**src/rtl/pipe_stage_buf.sv**
```systemverilog
// rtl/pipe_stage_buf.sv - elastic DEPTH-slot pipeline register with valid/ready, flush and occupancy
// Optional input skid entry enabled by defining PIPE_STAGE_BUF_SKID_EN.
module pipe_stage_buf #(
    parameter int WIDTH = 32,
    parameter int DEPTH = 1,
    parameter int CNT_W = $clog2(DEPTH + 2)
) (
    input  logic             clk,
    input  logic             reset,
    input  logic             flush,
    input  logic             in_valid,
    input  logic [WIDTH-1:0] in_data,
    output logic             in_ready,
    output logic             out_valid,
    output logic [WIDTH-1:0] out_data,
    input  logic             out_ready,
    output logic [CNT_W-1:0] occupancy
);

    localparam logic [CNT_W-1:0] CNT_ONE = CNT_W'(1);

    logic [DEPTH-1:0] v;
    logic [DEPTH-1:0] rdy;
    logic [WIDTH-1:0] d [DEPTH];
    logic             src_valid;
    logic [WIDTH-1:0] src_data;
    logic             accept;
    logic             pop;

    // Ready ripples from the head back to slot 0 so bubbles collapse under stall.
    always_comb begin
        logic r;
        rdy = '0;
        r = !v[DEPTH-1] | out_ready;
        rdy[DEPTH-1] = r;
        for (int i = DEPTH - 2; i >= 0; i--) begin
            r = !v[i] | r;
            rdy[i] = r;
        end
    end

    assign out_valid = v[DEPTH-1];
    assign out_data  = d[DEPTH-1];
    assign accept    = in_valid & in_ready;
    assign pop       = out_valid & out_ready;

`ifdef PIPE_STAGE_BUF_SKID_EN
    logic             skid_valid;
    logic [WIDTH-1:0] skid_data;

    // in_ready comes straight from a flop, cutting the out_ready->in_ready path.
    assign in_ready  = !skid_valid;
    assign src_valid = skid_valid | in_valid;
    assign src_data  = skid_valid ? skid_data : in_data;

    always_ff @(posedge clk or posedge reset) begin
        if (reset) begin
            skid_valid <= 1'b0;
            skid_data  <= '0;
        end else if (flush) begin
            skid_valid <= 1'b0;
        end else if (skid_valid) begin
            if (rdy[0]) skid_valid <= 1'b0;
        end else if (in_valid && !rdy[0]) begin
            skid_valid <= 1'b1;
            skid_data  <= in_data;
        end
    end
`else
    assign in_ready  = rdy[0];
    assign src_valid = in_valid;
    assign src_data  = in_data;
`endif

    always_ff @(posedge clk or posedge reset) begin
        if (reset) begin
            v <= '0;
            for (int i = 0; i < DEPTH; i++) d[i] <= '0;
        end else if (flush) begin
            v <= '0;
        end else begin
            for (int i = 1; i < DEPTH; i++) begin
                if (rdy[i]) begin
                    v[i] <= v[i-1];
                    if (v[i-1]) d[i] <= d[i-1];
                end
            end
            if (rdy[0]) begin
                v[0] <= src_valid;
                if (src_valid) d[0] <= src_data;
            end
        end
    end

    always_ff @(posedge clk or posedge reset) begin
        if (reset) begin
            occupancy <= '0;
        end else if (flush) begin
            occupancy <= '0;
        end else if (accept && !pop) begin
            occupancy <= occupancy + CNT_ONE;
        end else if (pop && !accept) begin
            occupancy <= occupancy - CNT_ONE;
        end
    end

endmodule
```
**config.mk**
```make
export PLATFORM = sky130hd
export DESIGN_NAME = pipe_stage_buf
export DESIGN_NICKNAME = d
export VERILOG_FILES = /design/src/rtl/pipe_stage_buf.sv
export SDC_FILE = /design/constraint.sdc
export NUM_CORES = 1
export LEC_CHECK = 0
export BUFFER_PORTS_ARGS = -buffer_cell sky130_fd_sc_hd__buf_2
export CORE_UTILIZATION = 49
export CTS_BUF_LIST = sky130_fd_sc_hd__clkbuf_8
export DETAILED_ROUTE_END_ITERATION = 16
export PLACE_DENSITY = 0.86
export REMOVE_ABC_BUFFERS = 1
export SLEW_MARGIN = 10
export SYNTH_ARGS = -nofsm -noshare
export SYNTH_HDL_FRONTEND = slang
export SYNTH_SLANG_ARGS = --single-unit
```
**constraint.sdc**
```tcl
create_clock -name clk -period 4.15 [get_ports clk]
set_input_delay 0.83 -clock clk [delete_from_list [all_inputs] [get_ports clk]]
set_output_delay 0.83 -clock clk [all_outputs]
set_load 0.1 [all_outputs]
```
==> Word-level counts from Yosys, hierarchy flattened <==
Cells that the tools add are included.
{ "op_classes": {"addsub": 2, "muxes": 5, "bitwise_logic": 4, "reduce_logical": 8} }
{ "ops": {"columns": ["op", "n"], "rows": [
  ["2-to-1 mux 2 bit", 3],
  ["zero test 1 bit", 3],
  ["AND reduction 3 bit", 1],
  ["nonzero test 3 bit", 1],
  ["adder 2 x 1 -> 2 bit, second input constant", 1],
  ["AND 1 bit", 2],
  ["logical AND 1 bit", 2],
  ["2-to-1 mux 1 bit", 2],
  ["nonzero test 2 bit", 1],
  ["subtractor 2 x 1 -> 2 bit, second input constant", 1],
  ["inverter 1 bit", 1],
  ["OR 1 bit", 1]
]} }
{ "totals": {"ff_bits": 35, "input_bits": 37, "out_inout_bits": 36, "elab_cells": 22} }

==> Longest topological paths before layout <==
{ "logic_depth": {"depth_word": 8, "ltp_mapped": 4, "depth_no_buf": 3} }

==> Worst setup path before layout <==
OpenSTA, ideal clock, no wires.
{ "synth_path": {"kind": "register -> output", "from": "reg v (netlist: out_valid)", "to": "out in_ready", "arrival_time_ns": 1.639, "path_slack_ns": 1.681, "stages_incl_launch_ff": 3, "n_path_buf": 0, "path_cell_list": "dfrtp_1 nor2b_4 inv_1"} }
{ "synth_between": {"elab_chain_cells": 2} }
{ "synth_rtl": {"columns": ["item", "line", "text"], "rows": [
  ["start, declared", "22", "logic [DEPTH-1:0] v;"],
  ["start signal, assigned by index", "84", "v[i] <= v[i-1];"],
  ["zero test 1 bit", "34", "r = !v[DEPTH-1] | out_ready;"],
  ["OR 1 bit", "34", null],
  ["end, declared", "13", "output logic in_ready,"]
]} }
No other way between the ends.

==> Worst setup path in the final report <==
{ "layout_path": {"from": "in out_ready", "to": "out in_ready"} }
{ "layout_between": {"elab_chain_cells": 1} }
{ "layout_rtl": {"columns": ["item", "line", "text"], "rows": [
  ["start, declared", "16", "input logic out_ready,"],
  ["OR 1 bit", "34", null]
]} }
No other way between the ends.

==> run_results.csv <==
group,metric,value,unit
detailed_routing,drc_errors,0,
cts,clk_pin_slew,60,ps
cells_and_area,layout.filler_cells,196,
timing,final_critical_path_setup_slack,1874,ps
yosys,synth_warnings,0,
critical_path,critical_path.max_stage_delay,410,ps
grt,antenna_found_initial,0,
critical_path,timing.critical_path.cells,"buf_2 -> nor2b_4 -> inv_1 -> buf_2",
die,start_util,53.80,%
cells_and_area,post_route_cells_drive_above_1_share,70.73,%
detailed_routing,vias,954,
die,die_y,55.10,um
critical_path,critical_path.n_buffers_inverters,3,
cells_and_area,leading_cell_type_in_the_layout_fill_and_taps_excluded,"sky130_fd_sc_hd__buf_2",
grt,grt_pass1_vias,1001,
detailed_routing,detail_route.vias_per_cell,4.918,
yosys,synth.ff_latch_count,35,
cts,post-cts-setup-buffer-count,0,
timing,final_clock_skew,3.107,ps
timing,max_freq,0.4394,GHz
cells_and_area,layout.cells.most_common_list,"72 x sky130_fd_sc_hd__buf_2, 35 x sky130_fd_sc_hd__dfrtp_1, 33 x sky130_fd_sc_hd__mux2_2, 7 x sky130_fd_sc_hd__clkbuf_8",
critical_path,cp_data_required_time,3320,ps
timing,final_hold_viol_count,0,
place,dp_cells,186,
min_path,worstHoldPathType,"flop to flop",
die,core_footprint,2567,um^2
critical_path,crit_family,"buffers and inverters",
critical_path,regToRegStartpoint,"out_valid",
min_path,hold_depth,1,
timing,setup-violations-final,0,
critical_path,cp.arrival,1450,ps
die,number_of_top_level_pins,73,
detailed_routing,detail_route.first_pass.iterations,3,
grt,overall_overflow_remaining_after_global_route,0,
critical_path,critical_path.max_fanout,3,
place,routabilityCongestion,0.6286,
place,port_buffers,72,
grt,grtUsageTotal,21.79,%
die,fp.dieArea,3035,um^2
cts,numCtsBuffers,5,
critical_path,timing.critical_path.to_type,"primary output",
place,post-place-ws,1872,ps
die,std_cell_rows,18,
yosys,synthesis.area_per_instance,16.25,um^2
cts,cts.sink_count,35,
detailed_routing,drt_wl_total,2.757,mm
yosys,synth_cells,85,
cts,cts_tree,"yes",
critical_path,regToRegSetupSlack,2550,ps
critical_path,capture_instance_of_the_worst_register_to_register_path,"out_data[11]",
power_and_ir_drop,vdd_drop_max,0.5530,mV
min_path,hold_end,"out_data[7]",
critical_path,r2r.worst_path.cells,4,
job,max_cap_viol_count,0,
place,detailed_place.area,1760,um^2
cells_and_area,area.growth.synth_to_final,34.69,%
timing,rsz0062_at_grt,"no",
critical_path,cp_num_cells,4,
timing,final_max_slew_viol_count,0,
timing,layout_worst_path_cycle_share,54.83,%
yosys,ys_top_cells_by_area,"sky130_fd_sc_hd__dfrtp_1 63%, sky130_fd_sc_hd__mux2_2 27%, sky130_fd_sc_hd__buf_6 2.4%, sky130_fd_sc_hd__nor3b_4 1.4%, sky130_fd_sc_hd__nor2b_4 1.0%",
cts,clock_tree.root_cell,"sky130_fd_sc_hd__clkbuf_8",
critical_path,setup.worst_path.class,"input pin to primary output",
cts,cts_hold_repair.buffers,0,
cells_and_area,finalNetCount,200,
detailed_routing,first_iter_violations,11,
timing,setup_total_negative_slack,0,ps
grt,grt_max_degree,36,
yosys,yosysUniqueCellTypes,12,
detailed_routing,antenna_violating_nets_post_route,0,
timing,tightest_slew,492.3,ps
cells_and_area,n_antenna_cell,0,
yosys,syn-cell-area,1381,um^2
grt,grt_pass1_wl,4.326,mm
power_and_ir_drop,power.density_cell_area,682.9,nW/um^2
detailed_routing,wl_per_cell,14.21,um
critical_path,worstSetupStartpointType,"input pin",
timing,fin_crit,2276,ps
cts,htree_num_levels,2,
cts,clock_tree.buffer_depth,2,
power_and_ir_drop,design_power_total,1.271,mW
yosys,synth.top_cell.area_share,63.41,%
min_path,hp-start,"out_data[7]",
power_and_ir_drop,power.leakage,0.9367,nW
cells_and_area,design_area,1861,um^2
cts,post_cts_resize_count,0,
place,dpl.hpwl,2.021,mm
cells_and_area,final_cell_count_no_fill,194,
die,die_width,55.10,um
critical_path,critical_path.slowest_cell,"sky130_fd_sc_hd__buf_2",
critical_path,timing.critical_path.mode_cell,"sky130_fd_sc_hd__buf_2",
outcome,run_status,"finished, final reports clean",
timing,worst_slew_margin_rel,67.40,%
yosys,synth.yosys.seq_area_share,63.41,%
yosys,yosys.area.top_type,"sky130_fd_sc_hd__dfrtp_1",
cts,insertion_delay,280,ps
## power by group
group / internal, mW / switching [mW]
Clock: 0.149 / 0.116
Sequential: 0.397 / 0.0275
Combinational: 0.0993 / 0.482
## cells in the mapped netlist, drive strengths merged
library cell  count
nor3b             1
inv               2
mux2             33
nor2b             3
buf               3
o21a              1
and3b             1
mux2i             1
nor3              2
dfrtp            35
nor2              3
## how the worst max path moves through the flow
stage               slack, ps       end       from
floorplan                1680  in_ready  out_valid
global route             1820  in_ready  out_ready
detailed placement       1870  in_ready  out_ready
global placement         1890  in_ready  out_ready
finish                   1870  in_ready  out_ready
CTS                      1870  in_ready  out_ready
## registers in the layout, summed over array words and instances, names as in the netlist
signal     flops
occupancy      2
out_data      32
out_valid      1
## cell type report
cell class / count / area (um^2) / area share, %
clock inverters: 1 / 3.754 / 0.2017
repair buffers: 74 / 375.4 / 20.17
multi-input cells: 45 / 464.2 / 24.95
inverters: 2 / 7.507 / 0.4035
well taps: 30 / 37.54 / 2.017
clock buffers: 7 / 96.34 / 5.178
flip-flops and latches: 35 / 875.8 / 47.07
## cell families after synthesis
| family | after synthesis | synth area share [%] |
|---|---|---|
| buf+inv | 5 | 2.989 |
| simple gates | 10 | 5.435 |
| flops | 35 | 63.41 |
| compound gates | 1 | 0.5437 |
| mux | 34 | 27.63 |
## through the flow
step                      hold WS [ps]  utilization, %
after floorplan                  896.4               -
final                            501.8           72.47
after global placement           484.0           68.57
after detailed placement         490.0           68.57
after global routing             517.5           72.47
after CTS                        504.9           72.47
## per-layer routing
layer | global-route usage (%) | wire (um)
met5 | 0 | 0
met4 | 9.583 | 9
met3 | 10.93 | 167
met2 | 36.55 | 1456
met1 | 22.86 | 1124
No activity file was read; power rests on OpenSTA's default activity.
